--- src/rtl/ones_comp_accumulator.sv ---
// Multi-cycle ones' complement accumulator with end-around carry, valid/ready input
// and a held result (sum, checksum, zero flag, sticky overflow, beat count).
module ones_comp_accumulator #(
  parameter int WIDTH     = 16,
  parameter int COUNT_W   = 8,
  parameter bit NORM_ZERO = 1'b0
) (
  input  logic               clk,
  input  logic               rst_n,
  input  logic               start,
  input  logic               in_valid,
  output logic               in_ready,
  input  logic [WIDTH-1:0]   A,
  input  logic               last,
  output logic               out_valid,
  input  logic               out_ready,
  output logic [WIDTH-1:0]   Y,
  output logic [WIDTH-1:0]   CKSUM,
  output logic               is_zero,
  output logic               ovf,
  output logic [COUNT_W-1:0] count
);

  typedef enum logic [1:0] {IDLE, ACCUM, DONE} state_t;

  state_t             r_state;
  state_t             w_state_nxt;
  logic [WIDTH-1:0]   r_acc;
  logic [COUNT_W-1:0] r_count;
  logic               r_ovf;

  logic [WIDTH:0]     w_sum;
  logic [WIDTH-1:0]   w_fold;
  logic               w_clear;
  logic               w_beat;
  logic               w_ovf_beat;

  // One fold suffices: the folded low part never exceeds all-ones.
  assign w_sum      = {1'b0, r_acc} + {1'b0, A};
  assign w_fold     = w_sum[WIDTH-1:0] + {{(WIDTH-1){1'b0}}, w_sum[WIDTH]};
  assign w_clear    = start & (r_state != DONE);
  assign w_beat     = (r_state == ACCUM) & in_valid & ~start;
  assign w_ovf_beat = (r_acc[WIDTH-1] == A[WIDTH-1]) & (w_fold[WIDTH-1] != A[WIDTH-1]);

  always_comb begin
    w_state_nxt = r_state;
    in_ready    = 1'b0;
    out_valid   = 1'b0;
    case (r_state)
      IDLE: begin
        if (start) w_state_nxt = ACCUM;
      end
      ACCUM: begin
        in_ready = 1'b1;
        if (!start && in_valid && last) w_state_nxt = DONE;
      end
      DONE: begin
        out_valid = 1'b1;
        if (out_ready) w_state_nxt = IDLE;
      end
      default: w_state_nxt = IDLE;
    endcase
  end

  always_ff @(posedge clk or negedge rst_n) begin
    if (!rst_n) begin
      r_state <= IDLE;
      r_acc   <= '0;
      r_count <= '0;
      r_ovf   <= 1'b0;
    end else begin
      r_state <= w_state_nxt;
      if (w_clear) begin
        r_acc   <= '0;
        r_count <= '0;
        r_ovf   <= 1'b0;
      end else if (w_beat) begin
        r_acc <= w_fold;
        if (!(&r_count)) r_count <= r_count + COUNT_W'(1);
        if (w_ovf_beat) r_ovf <= 1'b1;
      end
    end
  end

  // CKSUM always follows the raw sum; only Y may fold -0 onto +0.
  assign Y       = (NORM_ZERO && (&r_acc)) ? '0 : r_acc;
  assign CKSUM   = ~r_acc;
  assign is_zero = (r_acc == '0) | (&r_acc);
  assign ovf     = r_ovf;
  assign count   = r_count;

endmodule

--- config.mk ---
export PLATFORM = sky130hd
export DESIGN_NAME = ones_comp_accumulator
export DESIGN_NICKNAME = d
export VERILOG_FILES = /design/src/rtl/ones_comp_accumulator.sv
export SDC_FILE = /design/constraint.sdc
export NUM_CORES = 1
export LEC_CHECK = 0
export CORE_MARGIN = 2
export CORE_UTILIZATION = 51
export CTS_BUF_LIST = sky130_fd_sc_hd__clkbuf_8
export DETAILED_ROUTE_END_ITERATION = 8
export HOLD_SLACK_MARGIN = 0.06
export PLACE_DENSITY = 0.82
export SLEW_MARGIN = 20
export SYNTH_ARGS = -nofsm -noshare
export SYNTH_HDL_FRONTEND = slang
export SYNTH_SLANG_ARGS = --single-unit
--- constraint.sdc ---
create_clock -name clk -period 7.6 [get_ports clk]
set_input_delay 0.76 -clock clk [delete_from_list [all_inputs] [get_ports clk]]
set_output_delay 0.76 -clock clk [all_outputs]
set_load 0.02 [all_outputs]
After elaboration in Yosys (flattened, before gate mapping)
Index checks and enable logic that the tools add are counted.
- bits in registers: 27
- output and inout bits: 44
- logic and storage cells: 49
- $add $sub $neg: 3
- equal/unequal tests: 9
- muxes and demuxes: 14
- bitwise gates (word level): 7
- reductions and logical operators: 12
- operators by type and width (cell ; number):
    $mux W16 ; 2
    $mux W8 ; 3
    $add A16 B16 Y17 ; 1
    $add A16 B1 Y16 ; 1
    $logic_not A16 Y1 ; 1
    $not A16 Y16 ; 1
    $reduce_and A16 Y1 ; 1
    $add A8 B1 Y8 const B ; 1
    $ne A2 B2 Y1 const B ; 4
    $reduce_and A8 Y1 ; 1
    $mux W2 ; 3
    $pmux W2 S3 ; 1
    $mux W1 ; 5
    $and A1 B1 Y1 ; 4
    $reduce_and A2 Y1 ; 2
    $reduce_bool A2 Y1 ; 2
    $reduce_and A3 Y1 ; 1
    $eq A2 B1 Y1 const B ; 1
    $eq A2 B2 Y1 const B ; 1
    $logic_and A1 B1 Y1 ; 2
    $logic_not A2 Y1 ; 1
    $ne A2 B1 Y1 const B ; 1
    $eq A1 B1 Y1 ; 1
    $logic_not A1 Y1 ; 1
    3 further kinds ; 3

Depth between registers and ports, before layout
Gate-level depths: netlist (run 1).
- depth after elaboration: 7
- gate-level depth with buffers: 18

Least setup slack after synthesis (run 1)
OpenSTA, ideal clock, no wires.
- kind: input-to-reg
- from: input port A[0]
- to: register r_acc[14] (netlist: Y[14])
- setup time: 0.122 ns
- arrival: 4.139 ns
- data required time: 7.478 ns
- slack: 3.339 ns
- stages on the path: 18
- path through: ha_1 > inv_1 > fa_1 > nor2b_4 > o31ai_2 > a2111oi_1 > o41a_1 > a21oi_1 > o21bai_1 > ha_1 > ha_1 > nand2_1 > nor3_2 > nand3_1 > or3b_4 > nor4_4 > nand4_1 > a32o_1
- word-level cells in the longest chain between the ends: 4
- ends and longest elaborated chain (element ; RTL line ; text):
    start, declared ; 13 ; input logic [WIDTH-1:0] A,
    $add A16 B16 Y17 ; 39 ; assign w_sum = {1'b0, r_acc} + {1'b0, A};
    $add A16 B1 Y16 ; 40 ; assign w_fold = w_sum[WIDTH-1:0] + {{(WIDTH-1){1'b0}}, w_sum[WIDTH]};
    $mux W16 ; 77 ; end else if (w_beat) begin
    $mux W16 ; 73 ; if (w_clear) begin
    end signal, assigned ; 78 ; r_acc <= w_fold;
    end, declared ; 28 ; logic [WIDTH-1:0] r_acc;
No other way between the ends. The select of a mux whose other input is x is not followed.
A chain may end at the register's enable or synchronous reset.

Worst setup path in the final report (run 1)
Ends and elaborated chain as after synthesis.

==> impl_table.tex, run 1 <==
\begin{tabular}{lr}
\hline
Metric & Value \\
\hline
\multicolumn{2}{l}{\textbf{Outcome}} \\
\quad Run status & complete, no violations \\
\multicolumn{2}{l}{\textbf{Detailed routing}} \\
\quad Remaining antenna violation count after routing & 0 \\
\quad Total routed wire length on the met1 layer & 3.27 mm \\
\quad DR WL met3 & 359 µm \\
\quad Remaining DRCs & 0 \\
\quad Routed wire length & 7.12 mm \\
\quad DR pass1 iterations & 4 \\
\quad Ratio of routed vias to standard cells & 5.95 \\
\quad Number of DRC violations after detailed-routing iteration 0 & 218 \\
\quad Routed WL per cell & 15.6 µm \\
\quad Via count & 2,714 \\
\quad Sum of met2 wire segment lengths after detailed routing & 3.47 mm \\
\quad Highest Signal Layer & met4 \\
\multicolumn{2}{l}{\textbf{Floorplan}} \\
\quad Die width & 76.7 µm \\
\quad Std-Cell Core Area & 5110 µm² \\
\quad DIE AREA & 5880 µm² \\
\quad Number of top-level pins & 66 \\
\quad Die Ht & 76.7 µm \\
\quad Initial Utilization & 52.7\% \\
\quad Site Rows & 26 \\
\multicolumn{2}{l}{\textbf{Worst setup path}} \\
\quad Reg2reg setup slack & 3160 ps \\
\quad List of cells traversed by the critical path & clkdlybuf4s50\_1 -> ha\_1 -> inv\_1 -> fa\_1 -> nor2b\_4 -> o31ai\_2 -> a2111oi\_1 -> o41a\_1 -> a21oi\_1 -> o21bai\_1 -> ha\_1 -> ha\_1 -> nand2\_1 -> nor3\_2 -> nand3\_1 -> or3b\_4 -> nor4\_4 -> nand4\_1 -> a32o\_1 \\
\quad CP max-delay cell & a2111oi\_1 \\
\quad Element type at the critical path end & flip-flop \\
\quad Startpoint kind of the worst setup timing path & primary input \\
\quad WP data arrival & 5040 ps \\
\quad Capturing point of the worst reg2reg path & Y[14] \\
\quad Worst Path Max Fanout & 5 \\
\quad Buffers plus inverters on the worst setup path & 2 \\
\quad Crit path top cell by count & ha\_1 \\
\quad Critical path required time & 7770 ps \\
\quad Crit path largest cell delay & 480 ps \\
\quad Count of cells along the worst register-to-register path & 18 \\
\quad Critical register-to-register path startpoint & Y[0] \\
\quad Family of cells with the greatest summed delay on the critical path & compound AO/OA/AOI/OAI gates \\
\quad Classification of the worst setup path & primary input to flip-flop \\
\multicolumn{2}{l}{\textbf{STA}} \\
\quad Final hold violations & 0 \\
\quad Fmax achieved & 205 MHz \\
\quad Final worst path period need & 4870 ps \\
\quad Final WS setup & 2730 ps \\
\quad Number of setup violations in the final report & 0 \\
\quad Worst-case hold slack & 493 ps \\
\quad Fraction of the cycle the final worst path needs & 64.1\% \\
\quad Transition time at the pin with the least slew margin & 905 ps \\
\quad Final slew viol count & 0 \\
\quad RSZ-0062 raised after global routing & no \\
\quad Final Skew & 12.5 ps \\
\quad Relative slew slack & 39.5\% \\
\quad Aggregate negative setup slack & 0 ps \\
\multicolumn{2}{l}{\textbf{Logic synthesis}} \\
\quad Count of yosys warnings during synthesis & 0 \\
\quad Mux cell area share after synthesis & 0.372\% \\
\quad Synth async-reset ratio & 100\% \\
\quad Xor and xnor area share after synthesis & 8.08\% \\
\quad Post-Syn Area per Cell & 8.19 µm² \\
\quad Compound-gate portion of the synthesized area & 24.2\% \\
\quad Arithmetic-cell share of the synthesized area counting full adders, half adders and majority gates & 9.57\% \\
\quad Flop and latch count out of synthesis & 27 \\
\quad Number of enable-type register cells in the synthesized netlist & 0 \\
\quad Gate count of the mapped netlist & 329 \\
\quad Total standard cell area after synthesis & 2690 µm² \\
\quad Net Count, Synth & 371 \\
\quad Main flop type after synthesis & dfrtp\_1 \\
\quad Post-synthesis cell type count & 68 \\
\quad Dominant combinational cell family by area after synthesis & simple AND/OR/NAND/NOR gates \\
\quad Fraction of the mapped netlist area in simple logic gates & 26.7\% \\
\quad Proportion of synthesized chip area in sequential cells & 25.1\% \\
\multicolumn{2}{l}{\textbf{Pwr}} \\
\quad Switching component of the power & 312 µW \\
\quad Sw frac & 45.5\% \\
\quad Static leakage power & 0.00138 µW \\
\quad Internal Pwr Total & 374 µW \\
\quad Part of the power in registers & 27.7\% \\
\quad Clock power frac & 12.6\% \\
\quad Power density relative to cell area & 200 nW/µm² \\
\quad Combinational cell fraction of total power & 59.7\% \\
\quad VDD IR-drop max & 0.105 mV \\
\multicolumn{2}{l}{\textbf{CTS}} \\
\quad CTS tree & built \\
\quad Clock Path Buffers & 2 \\
\quad Clock Latency Late Sink & 280 ps \\
\quad H-tree level count & 1 \\
\quad Setup Buffers After CTS & 0 \\
\quad Number of CTS-inserted buffers & 3 \\
\quad Count of clock tree sinks & 27 \\
\quad Clock-pin slew of the registers on the worst-case setup and hold paths & 90 ps \\
\quad Clock root buffer master & clkbuf\_8 \\
\quad Post-CTS Hold Buffers & 0 \\
\quad Post-cts repair resize count & 0 \\
\multicolumn{2}{l}{\textbf{Global route}} \\
\quad First-pass GRT wire length & 11.8 mm \\
\quad Overall Global Routing Usage & 24.2\% \\
\quad Initial antenna violation count & 0 \\
\quad Maximum number of pins on one net before global-route repair & 28 \\
\quad Total congestion overflow after global routing & 0 \\
\quad Number of global-route vias before repair & 2,451 \\
\multicolumn{2}{l}{\textbf{Run}} \\
\quad Max-cap violations & 0 \\
\multicolumn{2}{l}{\textbf{Layout}} \\
\quad Fraction of final layout cells sized beyond drive strength 1 & 6.99\% \\
\quad Final design area excluding fillers & 3420 µm² \\
\quad Ant. Diodes & 0 \\
\quad Most frequent standard cell in the layout excluding fill and tap cells & clkdlybuf4s50\_1 \\
\quad Number of nets in the layout & 429 \\
\quad Top library cells by usage in the layout, fill and taps aside & clkdlybuf4s50\_1 (65), nand2\_1 (40), dfrtp\_1 (27) \\
\quad Layout Area Growth over Synthesis & 27.1\% \\
\multicolumn{2}{l}{\textbf{Min path}} \\
\quad Startpoint of the worst hold path & r\_state[1] \\
\quad Number of stages on the worst hold path & 1 \\
\quad Classification of the worst-slack hold path & flip-flop to flip-flop \\
\quad Hold Path Sink & r\_state[0] \\
\multicolumn{2}{l}{\textbf{Placement}} \\
\quad Global placement routability congestion & 0.878 \\
\quad Worst slack after detailed placement & 2430 ps \\
\quad Placed cell area & 3380 µm² \\
\quad Post-DP HPWL & 5.59 mm \\
\quad Count of input and output buffers & 65 \\
\hline
\end{tabular}
[cell usage after synthesis, types with 5 or more instances]
library cell	n	area, µm²
buf_2	6	30.0
nand2b_1	5	31.3
inv_1	25	93.8
clkbuf_1	5	18.8
nand4_1	12	75.1
nand2_1	40	150
a21oi_1	14	70.1
o21ai_1	5	25.0
nand3_1	12	60.1
xnor2_1	12	105
nor2_1	26	97.6
ha_1	19	238
nor4_1	7	43.8
xor2_1	11	96.3
dfrtp_1	27	676
o21ai_0	19	95.1
[layout make-up]
type / count / area, µm²
clock inverters: 1 / 7.51
well taps: 70 / 87.6
repair buffers: 66 / 658
flip-flops and latches: 27 / 676
fillers: 433 / 1680
multi-input cells: 263 / 1860
inverters: 26 / 97.6
clock buffers: 3 / 41.3
[metal layers]
metal / GRT usage (%) / vias to the layer above
met1: 33.0 / 1314
li1: - / 1314
met4: 3.09 / 0
met2: 42.0 / 84
met3: 3.29 / 2
met5: 0 / -
[worst max-delay path by stage]
stage	from	to	slack, ps	depth (start not counted)
finish	A[0]	Y[14]	2730	19
global route	A[0]	Y[14]	2390	19
CTS	A[0]	Y[14]	2740	19
detailed placement	A[0]	Y[14]	2430	19
global placement	A[0]	Y[14]	2570	19
floorplan	A[0]	Y[14]	3340	18
[power by group through the flow]
stage	logic [µW]	clock network [µW]	registers, µW
after floorplan	264	0	203
after global placement	398	0	192
after detailed placement	405	0	193
after CTS	407	87.0	190
after global routing	442	91.4	194
final	410	86.2	190
[registers in the layout, indices dropped and copies added (netlist names)]
| register | flops |
|---|---|
| Y | 16 |
| r_state | 2 |
| ovf | 1 |
| count | 8 |
[logic make-up after synthesis]
kind of cell | after synthesis
adder cells (fa/ha/maj) | 20
XOR/XNOR | 24
flip-flops | 27
buffers and inverters | 39
AND/OR/NAND/NOR | 133
AO/OA/AOI/OAI | 85
multiplexers | 1
[worst reg2reg max path: stages, from the launching register on]
cell and delay (ps):
dfrtp_1 460, ha_1 240, inv_1 70, fa_1 430
nor2b_4 170, o31ai_2 120, a2111oi_1 480, o41a_1 240
a21oi_1 80, o21bai_1 200, ha_1 200, ha_1 180
nand2_1 70, nor3_2 180, nand3_1 180, or3b_4 420
nor4_4 210, nand4_1 130, a32o_1 280
[through the flow]
stage | cells | util (%) | total power (µW)
floorplan | 329 | - | 467
global placement | 452 | 66.1 | 590
detailed placement | 452 | 66.1 | 597
CTS | 456 | 67.1 | 683
global route | 456 | 67.1 | 727
finish | 456 | 67.1 | 686
Power figures use the tool's default switching activity.
==> run 2, diff against run 1 <==
==> constraint.sdc (replaced) <==
create_clock -name clk -period 4.6 [get_ports clk]
set_input_delay 0.46 -clock clk [delete_from_list [all_inputs] [get_ports clk]]
set_output_delay 0.46 -clock clk [all_outputs]
set_load 0.02 [all_outputs]
==> impl_table.tex, run 2 (synthesis results as in run 1) <==
\begin{tabular}{lr}
\hline
Metric & Value \\
\hline
\multicolumn{2}{l}{\textbf{Outcome}} \\
\quad Run status & complete, no violations \\
\multicolumn{2}{l}{\textbf{CTS}} \\
\quad Clock root buffer master & clkbuf\_8 \\
\quad Clock-pin slew of the registers on the worst-case setup and hold paths & 100 ps (about the same) \\
\quad H-tree level count & 1 (unchanged) \\
\quad Setup Buffers After CTS & 0 (unchanged) \\
\quad CTS tree & built \\
\quad Clock Path Buffers & 2 (unchanged) \\
\quad Clock Latency Late Sink & 280 ps (about the same) \\
\quad Count of clock tree sinks & 27 (unchanged) \\
\quad Number of CTS-inserted buffers & 3 (unchanged) \\
\multicolumn{2}{l}{\textbf{STA}} \\
\quad Relative slew slack & 30.8\% (-8.7 points) \\
\quad RSZ-0062 raised after global routing & no \\
\quad Final Skew & 2.70 ps (-9.75 ps) \\
\quad Fraction of the cycle the final worst path needs & 92.4\% \\
\quad Final worst path period need & 4250 ps \\
\quad Worst-case hold slack & 500 ps (+6.99 ps) \\
\quad Fmax achieved & 235 MHz \\
\quad Final hold violations & 0 (unchanged) \\
\quad Number of setup violations in the final report & 0 (unchanged) \\
\quad Transition time at the pin with the least slew margin & 1030 ps (+129 ps) \\
\quad Final slew viol count & 0 (unchanged) \\
\multicolumn{2}{l}{\textbf{Layout}} \\
\quad Flip-flop count of the largest register, all copies and words added & 16 (unchanged) \\
\quad Top library cells by usage in the layout, fill and taps aside & clkdlybuf4s50\_1 (65), nand2\_1 (40), dfrtp\_1 (27) \\
\quad Utilization of the core after routing & 68.9\% (+1.9 points) \\
\quad Fillcell total & 454 (+4.8\%) \\
\quad Ant. Diodes & 0 (unchanged) \\
\quad Layout Area Growth over Synthesis & 30.7\% \\
\quad Most frequent standard cell in the layout excluding fill and tap cells & clkdlybuf4s50\_1 \\
\quad Number of nets in the layout & 441 (+2.8\%) \\
\quad Fraction of final layout cells sized beyond drive strength 1 & 10.1\% (+3.1 points) \\
\multicolumn{2}{l}{\textbf{Floorplan}} \\
\quad Site Rows & 26 (unchanged) \\
\quad Die Ht & 76.7 µm (unchanged) \\
\quad DIE AREA & 5880 µm² (unchanged) \\
\quad Number of top-level pins & 66 (unchanged) \\
\quad Die width & 76.7 µm (unchanged) \\
\quad Initial Utilization & 52.7\% (unchanged) \\
\quad Std-Cell Core Area & 5110 µm² (unchanged) \\
\multicolumn{2}{l}{\textbf{Worst setup path}} \\
\quad Element type at the critical path end & flip-flop \\
\quad Crit path top cell by count & ha\_1 \\
\quad WP data arrival & 4430 ps (-610 ps) \\
\quad Family of cells with the greatest summed delay on the critical path & simple AND/OR/NAND/NOR gates \\
\quad Buffers plus inverters on the worst setup path & 2 (unchanged) \\
\quad Classification of the worst setup path & primary input to flip-flop \\
\quad Worst Path Max Fanout & 3 (-2) \\
\quad Critical path required time & 4780 ps (-2990 ps) \\
\quad CP max-delay cell & clkdlybuf4s50\_1 \\
\quad Reg2reg setup slack & 490 ps (-2670 ps) \\
\quad Crit path largest cell delay & 460 ps (-20 ps) \\
\quad List of cells traversed by the critical path & clkdlybuf4s50\_1 -> ha\_1 -> inv\_1 -> fa\_1 -> nor2b\_4 -> o31ai\_2 -> a2111oi\_2 -> o41a\_1 -> a21oi\_1 -> o21bai\_1 -> ha\_1 -> ha\_1 -> nand2\_1 -> nor3\_2 -> nand3\_1 -> or3b\_4 -> nor4\_4 -> nand4\_1 -> a32o\_1 \\
\quad Startpoint kind of the worst setup timing path & primary input \\
\multicolumn{2}{l}{\textbf{Detailed routing}} \\
\quad DR pass1 iterations & 5 (+1) \\
\quad Ratio of routed vias to standard cells & 5.94 (-0.23\%) \\
\quad Remaining antenna violation count after routing & 0 (unchanged) \\
\quad Number of DRC violations after detailed-routing iteration 0 & 223 (+2.3\%) \\
\quad Routed WL per cell & 15.7 µm (+0.82\%) \\
\quad Routed wire length & 7.37 mm (+3.5\%) \\
\quad Remaining DRCs & 0 (unchanged) \\
\quad Via count & 2,779 (+2.4\%) \\
\multicolumn{2}{l}{\textbf{Global route}} \\
\quad Initial antenna violation count & 0 (unchanged) \\
\quad First-pass GRT wire length & 12.5 mm (+5.4\%) \\
\quad Overall Global Routing Usage & 25.4\% (+1.2 points) \\
\quad Number of global-route vias before repair & 2,701 (+10\%) \\
\quad Maximum number of pins on one net before global-route repair & 28 (unchanged) \\
\quad Total congestion overflow after global routing & 0 (unchanged) \\
\multicolumn{2}{l}{\textbf{Pwr}} \\
\quad VDD IR-drop max & 0.172 mV (+64\%) \\
\quad Power density relative to cell area & 329 nW/µm² (+64\%) \\
\quad Static leakage power & 0.00144 µW (+4.4\%) \\
\multicolumn{2}{l}{\textbf{Placement}} \\
\quad Global placement routability congestion & 0.947 (+7.8\%) \\
\quad Count of input and output buffers & 65 (unchanged) \\
\quad Post-DP HPWL & 5.79 mm (+3.6\%) \\
\multicolumn{2}{l}{\textbf{Run}} \\
\quad Max-cap violations & 0 (unchanged) \\
\multicolumn{2}{l}{\textbf{Min path}} \\
\quad Classification of the worst-slack hold path & flip-flop to flip-flop \\
\hline
\end{tabular}
run 2: changes by cell type in the layout (fill, tap and decap cells not counted):
cell       previous run  this run
a2111oi_1             1         0
a2111oi_2             0         1
buf_4                 1        13
run 2: timing repair:
item,in CTS,in global routing
hold buffers,0,0
gates resized for setup,0,1
setup endpoints to repair,0,1
run 2: path summary, 6_finish.rpt:
check                      cells past startpoint    endpoint  startpoint
setup / recovery                              19       Y[14]        A[0]
hold / removal                                 1  r_state[0]  r_state[1]
setup reg to reg                              18       Y[14]        Y[0]
hold reg to reg                                1  r_state[0]  r_state[1]
max in group asynchronous                      2        Y[3]       rst_n
min in group asynchronous                      2    count[6]       rst_n
run 2: worst reg2reg max path, stage by stage (launching register included):
cell and delay [ps]:
dfrtp_1 460, ha_1 210, inv_1 50, fa_1 430
nor2b_4 150, o31ai_2 100, a2111oi_2 360, o41a_1 210
a21oi_1 70, o21bai_1 200, ha_1 200, ha_1 160
nand2_1 60, nor3_2 180, nand3_1 130, or3b_4 400
nor4_4 210, nand4_1 130, a32o_1 270
run 2: report_power, final:
part	switching [µW]	leakage [µW]	internal (µW)	total [µW]
registers	50.5	0.000363	264	315
logic	392	0.00106	303	695
clock network	85.4	0.0000217	61.7	147
run 2: final cells by class:
class / count / area (µm²) / share of cell area (%)
Multi-Input combinational cell: 263 / 1860 / 52.9
Timing Repair Buffer: 78 / 748 / 21.3
Sequential cell: 27 / 676 / 19.2
Inverter: 26 / 97.6 / 2.77
Tap cell: 70 / 87.6 / 2.49
Clock buffer: 3 / 41.3 / 1.17
Clock inverter: 1 / 7.51 / 0.213
run 2: metrics by stage:
stage	worst slack, ps	instances	TNS (ps)	power (µW)	area (µm²)
2_1_floorplan	531	329	0	772	2690
3_3_place_gp	121	464	0	987	3470
3_5_place_dp	-52.7	464	-52.7	1000	3470
4_1_cts	259	468	0	1150	3510
5_1_grt	83.7	468	0	1230	3520
6_report	352	468	0	1160	3520
run 2: layer usage:
metal / share of wire, % / global-route usage [%] / up-vias
met3: 4.8 / 2.12 / 10
met2: 49 / 44.8 / 91
met1: 45 / 33.0 / 1346
li1: - / - / 1332
met4: 1.6 / 7.64 / 0
met5: 0 / 0 / -
